==> src/rtl/exec_stage_pkg.sv <==
// Shared definitions for the execute stage: width defaults, opcodes and FSM state encoding.
// The MUL state exists only when EXEC_STAGE_MUL_EN is defined.
package exec_pkg;

  localparam int unsigned DEFAULT_DATA_W = 32;
  localparam int unsigned DEFAULT_ADDR_W = 2;

  typedef logic [2:0] opcode_t;

  localparam opcode_t OP_ADD  = 3'd0;
  localparam opcode_t OP_SUB  = 3'd1;
  localparam opcode_t OP_AND  = 3'd2;
  localparam opcode_t OP_OR   = 3'd3;
  localparam opcode_t OP_XOR  = 3'd4;
  localparam opcode_t OP_SLT  = 3'd5;
  localparam opcode_t OP_MUL  = 3'd6;
  localparam opcode_t OP_PASS = 3'd7;

  typedef logic [1:0] state_t;

  localparam state_t ST_IDLE = 2'd0;
`ifdef EXEC_STAGE_MUL_EN
  localparam state_t ST_MUL  = 2'd1;
`endif
  localparam state_t ST_WB   = 2'd2;

  function automatic logic is_mul(input opcode_t op);
    return op == OP_MUL;
  endfunction

endpackage

==> src/rtl/exec_stage_seq_mul.sv <==
// Sequential shift-add multiplier: DATA_W iterations after start, low DATA_W product bits.
// done is raised during the last iteration; product then already holds the final sum.
module seq_mul #(
  parameter int unsigned DATA_W = 32
) (
  input  logic              clk,
  input  logic              rst,
  input  logic              start,
  input  logic [DATA_W-1:0] a,
  input  logic [DATA_W-1:0] b,
  output logic              done,
  output logic [DATA_W-1:0] product
);

  localparam int unsigned CW = $clog2(DATA_W + 1);

  logic [CW-1:0]     cnt;
  logic [DATA_W-1:0] mcand;
  logic [DATA_W-1:0] mplier;
  logic [DATA_W-1:0] acc;
  logic [DATA_W-1:0] acc_nxt;

  always_comb begin
    acc_nxt = acc;
    if (mplier[0]) acc_nxt = acc + mcand;
  end

  // Exposing the next accumulator lets the caller capture the result on the final iteration edge.
  assign done    = (cnt == CW'(1));
  assign product = acc_nxt;

  always_ff @(posedge clk or posedge rst) begin
    if (rst) begin
      cnt    <= '0;
      mcand  <= '0;
      mplier <= '0;
      acc    <= '0;
    end else if (start) begin
      cnt    <= CW'(DATA_W);
      mcand  <= a;
      mplier <= b;
      acc    <= '0;
    end else if (cnt != '0) begin
      cnt    <= cnt - CW'(1);
      mcand  <= mcand << 1;
      mplier <= mplier >> 1;
      acc    <= acc_nxt;
    end
  end

endmodule

==> src/rtl/exec_stage.sv <==
// Execute stage: single-issue ALU with register-bank writeback pulse.
// Optional sequential multiplier enabled by EXEC_STAGE_MUL_EN; otherwise op 6 raises err_illegal.
module exec_stage
  import exec_pkg::*;
#(
  parameter int unsigned DATA_W = DEFAULT_DATA_W,
  parameter int unsigned ADDR_W = DEFAULT_ADDR_W
) (
  input  logic              clk,
  input  logic              rst,
  input  logic              in_valid,
  output logic              in_ready,
  input  logic [2:0]        op,
  input  logic [ADDR_W-1:0] rd,
  input  logic [DATA_W-1:0] rdata1,
  input  logic [DATA_W-1:0] rdata2,
  output logic              write,
  output logic [ADDR_W-1:0] wa,
  output logic [DATA_W-1:0] wdata,
  output logic              err_illegal
);

  state_t            state;
  logic              accept;
  logic [DATA_W-1:0] alu_res;

  assign in_ready = (state == ST_IDLE);
  assign accept   = in_valid && in_ready;
  assign write    = (state == ST_WB);

  always_comb begin
    alu_res = '0;
    case (op)
      OP_ADD:  alu_res = rdata1 + rdata2;
      OP_SUB:  alu_res = rdata1 - rdata2;
      OP_AND:  alu_res = rdata1 & rdata2;
      OP_OR:   alu_res = rdata1 | rdata2;
      OP_XOR:  alu_res = rdata1 ^ rdata2;
      OP_SLT:  alu_res = {{(DATA_W-1){1'b0}}, ($signed(rdata1) < $signed(rdata2))};
      OP_PASS: alu_res = rdata1;
      default: alu_res = '0;
    endcase
  end

`ifdef EXEC_STAGE_MUL_EN
  logic              mul_start;
  logic              mul_done;
  logic [DATA_W-1:0] mul_prod;
  logic [ADDR_W-1:0] rd_q;

  assign mul_start = accept && is_mul(op);

  seq_mul #(
    .DATA_W(DATA_W)
  ) u_seq_mul (
    .clk    (clk),
    .rst    (rst),
    .start  (mul_start),
    .a      (rdata1),
    .b      (rdata2),
    .done   (mul_done),
    .product(mul_prod)
  );
`endif

  always_ff @(posedge clk or posedge rst) begin
    if (rst) begin
      state       <= ST_IDLE;
      wa          <= '0;
      wdata       <= '0;
      err_illegal <= 1'b0;
`ifdef EXEC_STAGE_MUL_EN
      rd_q        <= '0;
`endif
    end else begin
      err_illegal <= 1'b0;
      case (state)
        ST_IDLE: begin
          if (accept) begin
            if (is_mul(op)) begin
`ifdef EXEC_STAGE_MUL_EN
              // wa must hold its old value until writeback, so the destination waits in rd_q.
              state <= ST_MUL;
              rd_q  <= rd;
`else
              err_illegal <= 1'b1;
`endif
            end else begin
              state <= ST_WB;
              wa    <= rd;
              wdata <= alu_res;
            end
          end
        end
`ifdef EXEC_STAGE_MUL_EN
        ST_MUL: begin
          if (mul_done) begin
            state <= ST_WB;
            wa    <= rd_q;
            wdata <= mul_prod;
          end
        end
`endif
        ST_WB:   state <= ST_IDLE;
        default: state <= ST_IDLE;
      endcase
    end
  end

endmodule

==> config.mk <==
export PLATFORM = sky130hd
export DESIGN_NAME = exec_stage
export DESIGN_NICKNAME = d
export VERILOG_FILES = /design/src/rtl/exec_stage_pkg.sv /design/src/rtl/exec_stage_seq_mul.sv /design/src/rtl/exec_stage.sv
export SDC_FILE = /design/constraint.sdc
export NUM_CORES = 1
export LEC_CHECK = 0
export ABC_AREA = 1
export CAP_MARGIN = 20
export CELL_PAD_IN_SITES_DETAIL_PLACEMENT = 1
export CELL_PAD_IN_SITES_GLOBAL_PLACEMENT = 1
export CORE_ASPECT_RATIO = 1.5
export CORE_MARGIN = 3
export CORE_UTILIZATION = 23
export DETAILED_ROUTE_END_ITERATION = 8
export GPL_TIMING_DRIVEN = 0
export PLACE_DENSITY_LB_ADDON = 0.1
export REMOVE_ABC_BUFFERS = 1
export SLEW_MARGIN = 20
export SYNTH_ARGS = -nofsm -noshare
export SYNTH_HDL_FRONTEND = slang
export SYNTH_SLANG_ARGS = --single-unit
==> constraint.sdc <==
create_clock -name clk -period 1.4 [get_ports clk]
set_input_delay 0.21 -clock clk [delete_from_list [all_inputs] [get_ports clk]]
set_output_delay 0.21 -clock clk [all_outputs]
set_load 0.01 [all_outputs]
# After elaboration in Yosys (flattened, before gate mapping)
# Index checks and enable logic that the tools add are counted.
[classes]
addsub = 2
magnitude_cmp = 1
eq_ne = 10
muxes = 7
n_bitwise = 4
n_reduce_logical = 5
[op_table]
columns = ["cell", "n"]
rows = [
  ["$pmux W32 S7", 1],
  ["$add A32 B32 Y32", 1],
  ["$and A32 B32 Y32", 1],
  ["$lt A32 B32 Y1", 1],
  ["$or A32 B32 Y32", 1],
  ["$sub A32 B32 Y32", 1],
  ["$xor A32 B32 Y32", 1],
  ["$eq A3 B3 Y1 const B", 4],
  ["$eq A3 B2 Y1 const B", 2],
  ["$mux W2", 3],
  ["$eq A3 B1 Y1 const B", 1],
  ["$logic_not A3 Y1", 1],
  ["$mux W1", 3],
  ["$reduce_and A3 Y1", 1],
  ["$eq A2 B2 Y1 const B", 1],
  ["$logic_not A2 Y1", 1],
  ["$ne A2 B1 Y1 const B", 1],
  ["$ne A2 B2 Y1 const B", 1],
  ["$reduce_and A2 Y1", 1],
  ["$logic_and A1 B1 Y1", 1],
  ["$not A1 Y1", 1],
]
[word_totals]
register_bits = 37
in_bits = 72
out_inout_bits = 37
wordCells = 33

# Logic depth before layout (Yosys ltp)
# Gate-level depths: netlist of the first run.
[logic_depth]
word_depth = 4
ltp_mapped = 17
ltp_nobuf = 16

# Least setup slack after synthesis of the first run
# OpenSTA, ideal clock, no wires.
[synth_timing]
path_kind = "input -> register"
startpoint = "input port rdata1[0]"
endpoint = "register wdata[26]"
setup_ns = 0.113
t_arrival_ns = 1.668
t_required_ns = 1.287
slack_ns = -0.380
stages = 14
path_buffers = 0
path_cell_list = "ha_1 > fa_1 > nand3_1 > nand2_1 > nand2_1 > nand2_1 > nand2_1 > nand2_1 > nand2_1 > nand3_1 > nand3_1 > nand3_1 > nand2_1 > inv_1"
[synth_via]
elab_chain_len = 2
elab_cells_between_ends = 3
classes_between = "add/sub: 2; mux: 1"
[synth_rtl]
columns = ["element", "line_no", "source"]
rows = [
  ["from (decl)", "exec_stage.sv:15", "input logic [DATA_W-1:0] rdata1,"],
  ["$sub A32 B32 Y32 or $add A32 B32 Y32 (tied branches)", "exec_stage.sv:35, exec_stage.sv:34", ""],
  ["$pmux W32 S7 *", "exec_stage.sv:33", "case (op)"],
  ["to (signal assigned)", "exec_stage.sv:91", "wdata <= alu_res;"],
  ["to (decl)", "exec_stage.sv:19", "output logic [DATA_W-1:0] wdata,"],
]
# Mark *: on every way between the ends. The rest lies on a longest branch, timed or not.
# A chain may end at the register's enable or synchronous reset.

# Worst setup path in the final report of the first run
[layout_timing]
startpoint = "input port rdata1[10]"
endpoint = "register wdata[12]"
# Same word-level chain as after synthesis.

==> results of run 1 <==
-- cell families (layout without fill, tap and decap cells) --
family,count (synthesis),in the layout,synth area share [%]
simple gates,751,753,38.4
buf+inv,373,591,18.1
compound gates,202,202,14.9
fa+ha+maj,110,110,17.4
flops,36,36,11.2
-- cell type report --
type / count / area, um^2 / share of cell area [%]
repair buffers: 246 / 2390 / 17.1
clock buffers: 8 / 146 / 1.05
repair inverters: 5 / 109 / 0.781
flip-flops and latches: 36 / 901 / 6.46
well taps: 425 / 532 / 3.81
inverters: 332 / 1390 / 10.0
multi-input cells: 1065 / 8470 / 60.8
-- stage by stage --
step	cells	setup slack (ns)
global placement	1964	-2.89
finish	2117	-0.310
detailed placement	1967	-2.04
floorplan	1431	-0.572
CTS	2080	-0.257
global route	2117	-0.342
-- where the power goes --
group          switching [mW]  total (mW)  internal (mW)  leakage, nW
Clock                   0.632        1.35          0.718       0.0712
Combinational            3.54        5.96           2.42         6.52
Sequential              0.101        1.34           1.24        0.419
-- cells in the final DEF, fill, tap and decap left out, types with 10 or more instances in the layout --
cell type	count
inv_2	90
buf_2	16
a21oi_4	18
ha_1	74
o21ai_0	18
dlygate4sd2_1	38
a21oi_1	34
o21ai_1	18
buf_4	107
o21ai_2	11
nand2_2	137
nor2_4	55
buf_12	18
nand2_1	270
nand3_4	14
a21oi_2	24
ha_4	33
a211oi_1	10
nand2_4	68
nand3_1	63
nand3_2	37
nor2_1	39
dfrtp_1	36
inv_1	199
or2_2	10
buf_8	14
o22ai_1	21
inv_4	33
buf_6	40
nor2_2	32
-- flip-flops by register name (all words and copies together) (netlist names) --
| name | cells |
|---|---|
| wdata | 32 |
| wa | 2 |
| err_illegal | 1 |
| state | 1 |
-- routing by layer --
layer / up-vias / share of wire [%] / wire [um] / global-route usage (%)
met1: 5037 / 36 / 16200 / 24.2
met5: - / 0 / 0 / 0
met2: 173 / 55 / 24700 / 46.5
met3: 102 / 2.4 / 1070 / 1.67
li1: 4994 / - / - / -
met4: 0 / 7.2 / 3260 / 12.1
-- worst max-delay path, cell delays in order --
cell and delay [ns]:
buf_6 0.09, inv_2 0.04, ha_4 0.31, buf_12 0.13
nor2_4 0.05, buf_4 0.15, a21oi_4 0.15, nand3_4 0.14
buf_6 0.15, a21oi_2 0.16, o21ai_2 0.13, nand2_1 0.09
a31oi_1 0.09
-- how the worst max path moves through the flow --
stage | start | to | slack, ns | depth (start not counted)
after global routing | rdata1[9] | wdata[10]$_DFFE_PP0P_ | -0.34 | 15
after CTS | rdata2[17] | wdata[26]$_DFFE_PP0P_ | -0.26 | 16
after global placement | op[0] | wdata[25]$_DFFE_PP0P_ | -2.89 | 10
after floorplan | state[1]$_DFFE_PP0P_ | wdata[10]$_DFFE_PP0P_ | -0.57 | 8
after detailed placement | op[0] | wdata[25]$_DFFE_PP0P_ | -2.04 | 10
final | rdata1[10] | wdata[12]$_DFFE_PP0P_ | -0.31 | 13
-- timing repair --
item / 4_1_cts / 5_1_grt
buffers inserted: 99 / 39
gates cloned: 6 / 1
hold endpoints to repair: 0 / 0
endpoints found under the setup margin: 71 / 37
pin swaps: 207 / 196
gates resized for setup: 1012 / 287
==> metrics, run 1 <==
outcome=complete, but fails checks; failing checks=setup timing; actual slew at the worst max-slew pin=between 0.5 and 0.6 ns; Overall Power=slightly below 9 mW; largest net degree at the start of global routing=25; Via Count=around 10000; Routed Wire Length=between 40000 and 50000 um; CP endpoint kind=register; initial antenna violation count=0; startpoint types=primary input; Antenna Nets Post-Route=0; Clock transition at path regs=about 0.070 ns; Synth cell types=36; Final setup viols=32; f_max=~600 MHz; die area=37100 um^2; top post-synthesis cells by area=nand2_1 22%, ha_1 17%, inv_1 15%, dfrtp_1 11%, nand3_1 6.9%; layout cell share with drive strength beyond 1=~49%; Filler cells=approximately 4300; worst vdd ir=between 0.4 and 0.5 mV; synthesized flop and latch total=36; P&R area growth vs syn=74.0%; 1st-pass router iterations=4; flop-to-flop setup slack=-0.21 ns; Max Cap Violations=0; number of synthesized flops with an enable pin=0; Initial DRC Count=roughly 280; Hold Fails Final Rpt=0; placed inst area=roughly 9500 um^2; port buffer count=108; RR Endpoint=wdata[14]$_DFFE_PP0P_; worst r2r src=state[1]$_DFFE_PP0P_; Slew headroom=around 65%; die width=roughly 160 um; Final Max Tran Viols=0; synthesized instance count=about 1500; TritonCTS clock tree=yes; post-synth top area share=22.3%; Crit Path Class=in2reg; starting density of the core=about a quarter; Row Count=between 80 and 90; Worst Reg-to-Reg Cells=8; Overflow after GRT=0; global-route wire length before repair=64600 um; ANT cells=0; part of the cycle the worst path needs=122%; Final #Nets=around 1900; Final Cell Area=13900 um^2; Inserted Clock Buffers=5; Min-Delay Path Class=in2reg; register area share after synthesis=around 11%; Routed WL per cell=between 20 and 25 um; clk_skew=between 0.005 and 0.006 ns; PwrDens=approximately 620 nW/um^2; fin crit period=roughly 1.7 ns; cell area after synthesis=around 8000 um^2; Crit Path Max Fanout=5; ys flop type=dfrtp_1; vias in the first global route=10701; FFs w/ async S/R, synth=between 90% and 100%; Clock Root Buffer=clkbuf_16; Post-Route Setup TNS=-5.60 ns; Avg Cell Area, Syn=~5.4 um^2; Worst Path Required=about 1.6 ns; Hold Startpoint=rdata1[4]; final core utilization=40.7%; Die Ht=around 230 um; most numerous cell in the Yosys netlist=nand2_1; Vias/cell=between 4 and 5; clk sinks=36; RD Place Congestion=around 0.9; WHS=roughly 0.16 ns; Ports=109; worst path arrival time=roughly 1.9 ns; # H-tree levels=2; worst setup margin=-0.310 ns; core area=between 30000 and 40000 um^2; RSZ-0062 raised after global routing=yes; top post-synthesis cells by count=476 x nand2_1, 321 x inv_1, 123 x nor2_1; Clock Path Buffers=2; Yosys top cell by area=nand2_1; clk_lat worst skew=approximately 0.32 ns; GR Util All Layers=a little under a quarter; Detailed Place HPWL=roughly 31000 um; Cells on Worst Hold Path=3; Hold Path Sink=wdata[4]$_DFFE_PP0P_; hold bufs inserted after CTS=0; Yosys warnings=0; P_leak=about 7.0 nW; Residual DRC=0
Note: power is estimated with default switching activity, not from simulation.
==> run 2, diff against run 1 <==
--- a/config.mk
+++ b/config.mk
@@ -9,7 +9,6 @@
 export CAP_MARGIN = 20
 export CELL_PAD_IN_SITES_DETAIL_PLACEMENT = 1
 export CELL_PAD_IN_SITES_GLOBAL_PLACEMENT = 1
-export CORE_ASPECT_RATIO = 1.5
 export CORE_MARGIN = 3
 export CORE_UTILIZATION = 23
 export DETAILED_ROUTE_END_ITERATION = 8
==> run 2 against run 1 <==
Net effect: the flow still finishes with violations (setup timing); combinational power decreased by 6.2%; routed wire length fell by 4.4%; clock skew increased by 0.0032 ns; first-iteration DRC count increased by 49%; final area down 2.5%; via count is 0.76% lower; clock-buffer cell count shrank 3; maximum frequency up 4.5%; die area decreased by 0.12%; final cell count grew 0.61%; critical endpoint is now wdata[19]$_DFFE_PP0P_; largest cell class unchanged; largest power group unchanged; highest routed layer unchanged.
==> metrics, run 2 (synthesis gave the netlist of run 1 again) <==
final std cells w/o fill=2130 (+0.61%); Slew headroom=68.7% (+4.2 points); Largest Register=wdata; Final #Nets=1861 (-0.64%); vias in the first global route=10966 (+2.5%); Max Cap Violations=0 (unchanged); worst path arrival time=1.85 ns (-0.05 ns); Final Cell Area=13600 um^2 (-2.5%); Clock transition at path regs=0.07 ns (about the same); worst r2r src=state[1]$_DFFE_PP0P_; max reg flops=32 (unchanged); Initial DRC Count=412 (+49%); starting density of the core=23.6% (+0.22 points); commonest cells after routing, fill and taps aside=289 x nand2_1, 197 x inv_1, 119 x nand2_2, 107 x buf_4, 87 x inv_2; Routed Wire Length=43300 um (-4.4%); Detailed Place HPWL=30400 um (-3.3%); fin crit period=1.64 ns (-0.0730 ns); Inserted Clock Buffers=5 (unchanged); P_leak=6.88 nW (-2.0%); part of the cycle the worst path needs=117% (-5.2 points); RD Place Congestion=0.885 (+0.35%); GR Util All Layers=23.5% (+0.031 points); Final setup viols=27 (-16%); clk_lat worst skew=0.32 ns (about the same); Residual DRC=0 (unchanged); hold bufs inserted after CTS=0 (unchanged); met2 track demand over resource=42.3% (-4.2 points); flop-to-flop setup slack=-0.24 ns (-0.03 ns); global-route wire length before repair=65100 um (+0.75%); Crit Path Class=reg2reg; clk sinks=36 (unchanged); die width=193 um (+22%); failing checks=setup timing; largest net degree at the start of global routing=25 (unchanged); Row Count=67 (-19%); core area=34000 um^2 (-0.93%); Overflow after GRT=0 (unchanged); Die Ht=193 um (-18%); layout cell share with drive strength beyond 1=47.4% (-1.4 points); Inst Count DP=1990 (+1.2%); Hold Path Sink=wdata[5]$_DFFE_PP0P_; initial antenna violation count=2 (+2); CP endpoint kind=register; actual slew at the worst max-slew pin=0.469 ns (-0.0623 ns); most common cell after layout, fill and taps aside=nand2_1; startpoint types=register; PwrDens=620 nW/um^2 (-0.16%); Hold Startpoint=rdata1[5]; RSZ-0062 raised after global routing=yes; die area=37100 um^2 (-0.12%); largest registers=wdata x32, wa x2; Post-Route Setup TNS=-4.81 ns (+0.791 ns); Min-Delay Path Class=in2reg; Final Max Tran Viols=0 (unchanged); Filler cells=4250 (-0.68%); Top Usage Layer GRT=met2; f_max=611 MHz (+4.5%); Routed WL per cell=20.3 um (-5.0%); Vias/cell=4.80 (-1.4%); Crit Path Max Fanout=10 (+5); outcome=complete, but fails checks; Worst path max stage delay=0.43 ns (+0.12 ns); crit path from=state[1]$_DFFE_PP0P_; Clock Root Buffer=clkbuf_16; met1 Use GR=29.9% (+5.7 points); Antenna Nets Post-Route=0 (unchanged); worst vdd ir=0.455 mV (+5.1%); Worst Path Required=1.61 ns (+0.02 ns); placed inst area=9520 um^2 (+0.36%); worst setup margin=-0.237 ns (+0.0730 ns); Cells on Worst Hold Path=3 (unchanged); 1st-pass router iterations=5 (+1); Worst Reg-to-Reg Cells=8 (unchanged); # H-tree levels=2 (unchanged); final core utilization=40.0% (-0.65 points); worst path cell trace=nor2_4 -> nand2_8 -> inv_16 -> o21ai_1 -> a211oi_2 -> nand3_2 -> o21ai_2 -> inv_1; port buffer count=108 (unchanged); RR Endpoint=wdata[19]$_DFFE_PP0P_; Critical Path Slowest Stage Cell=dfrtp_2; clk_skew=0.00823 ns (+0.00320 ns); Hold Fails Final Rpt=0 (unchanged); Via Count=10228 (-0.76%); P&R area growth vs syn=69.7%; routing usage on met3=2.47% (+0.80 points); Ports=109 (unchanged); Clock Path Buffers=2 (unchanged); TritonCTS clock tree=yes
## run 2: critical path: cells and delay by family, from the launching register on
family          cells  cell delay [ns]
simple gates        3             0.44
buf+inv             2             0.15
compound gates      3             0.48
flops               1             0.43
## run 2: per-layer routing
| metal | vias up | share of wire [%] |
|---|---|---|
| li1 | 4976 | - |
| met1 | 5040 | 44 |
| met2 | 169 | 50 |
| met3 | 43 | 3.2 |
| met4 | 0 | 2.6 |
| met5 | - | 0 |
## run 2: worst max-delay path by stage
stage,slack (ns),end,cells past startpoint
2_1_floorplan,-0.57,wdata[10]$_DFFE_PP0P_,8
3_3_place_gp,-2.68,wdata[19]$_DFFE_PP0P_,10
3_5_place_dp,-2.31,wdata[19]$_DFFE_PP0P_,10
4_1_cts,-0.22,wdata[26]$_DFFE_PP0P_,16
5_1_grt,-0.31,wdata[30]$_DFFE_PP0P_,17
6_report,-0.24,wdata[19]$_DFFE_PP0P_,8
## run 2: through the flow
| step | setup WS (ns) | total power, mW | hold WS (ns) |
|---|---|---|---|
| 4_1_cts | -0.222 | 8.16 | 0.134 |
| 5_1_grt | -0.311 | 9.02 | 0.158 |
| 3_5_place_dp | -2.31 | 5.06 | 0.476 |
| 6_report | -0.237 | 8.42 | 0.152 |
| 3_3_place_gp | -2.68 | 5.01 | 0.467 |
| 2_1_floorplan | -0.572 | 3.40 | 0.320 |
## run 2: final cells by class
class / count / area, um^2 / share of cell area [%]
multi-input combinational: 1065 / 8320 / 61.2
timing repair buffer: 237 / 2200 / 16.2
inverter: 332 / 1410 / 10.3
sequential: 36 / 902 / 6.64
tap: 448 / 561 / 4.12
clock buffer: 5 / 125 / 0.921
clock inverter: 3 / 42.5 / 0.313
timing repair inverter: 2 / 28.8 / 0.212
antenna: 2 / 5.00 / 0.0368
## run 2: power by group
part           leakage (nW)  internal [mW]  switching (mW)
combinational          6.38           2.21            3.38
sequential            0.418           1.24          0.0955
clock                0.0798          0.843           0.650
total                  6.88           4.30            4.12
## run 2: repair_timing
item                                    4_1_cts  5_1_grt
pin swaps                                   249      127
endpoints found under the setup margin       72       33
buffers inserted                            110       16
gates cloned                                  4        0
resized for setup                          1096      156
==> run 3, diff against run 2 <==
--- a/config.mk
+++ b/config.mk
@@ -11,6 +11,7 @@
 export CELL_PAD_IN_SITES_GLOBAL_PLACEMENT = 1
 export CORE_MARGIN = 3
 export CORE_UTILIZATION = 23
+export CTS_CLUSTER_DIAMETER = 30
 export DETAILED_ROUTE_END_ITERATION = 8
 export GPL_TIMING_DRIVEN = 0
 export PLACE_DENSITY_LB_ADDON = 0.1
==> results of run 3 <==
The final DEF is identical to that of run 2; final timing and power are the same.
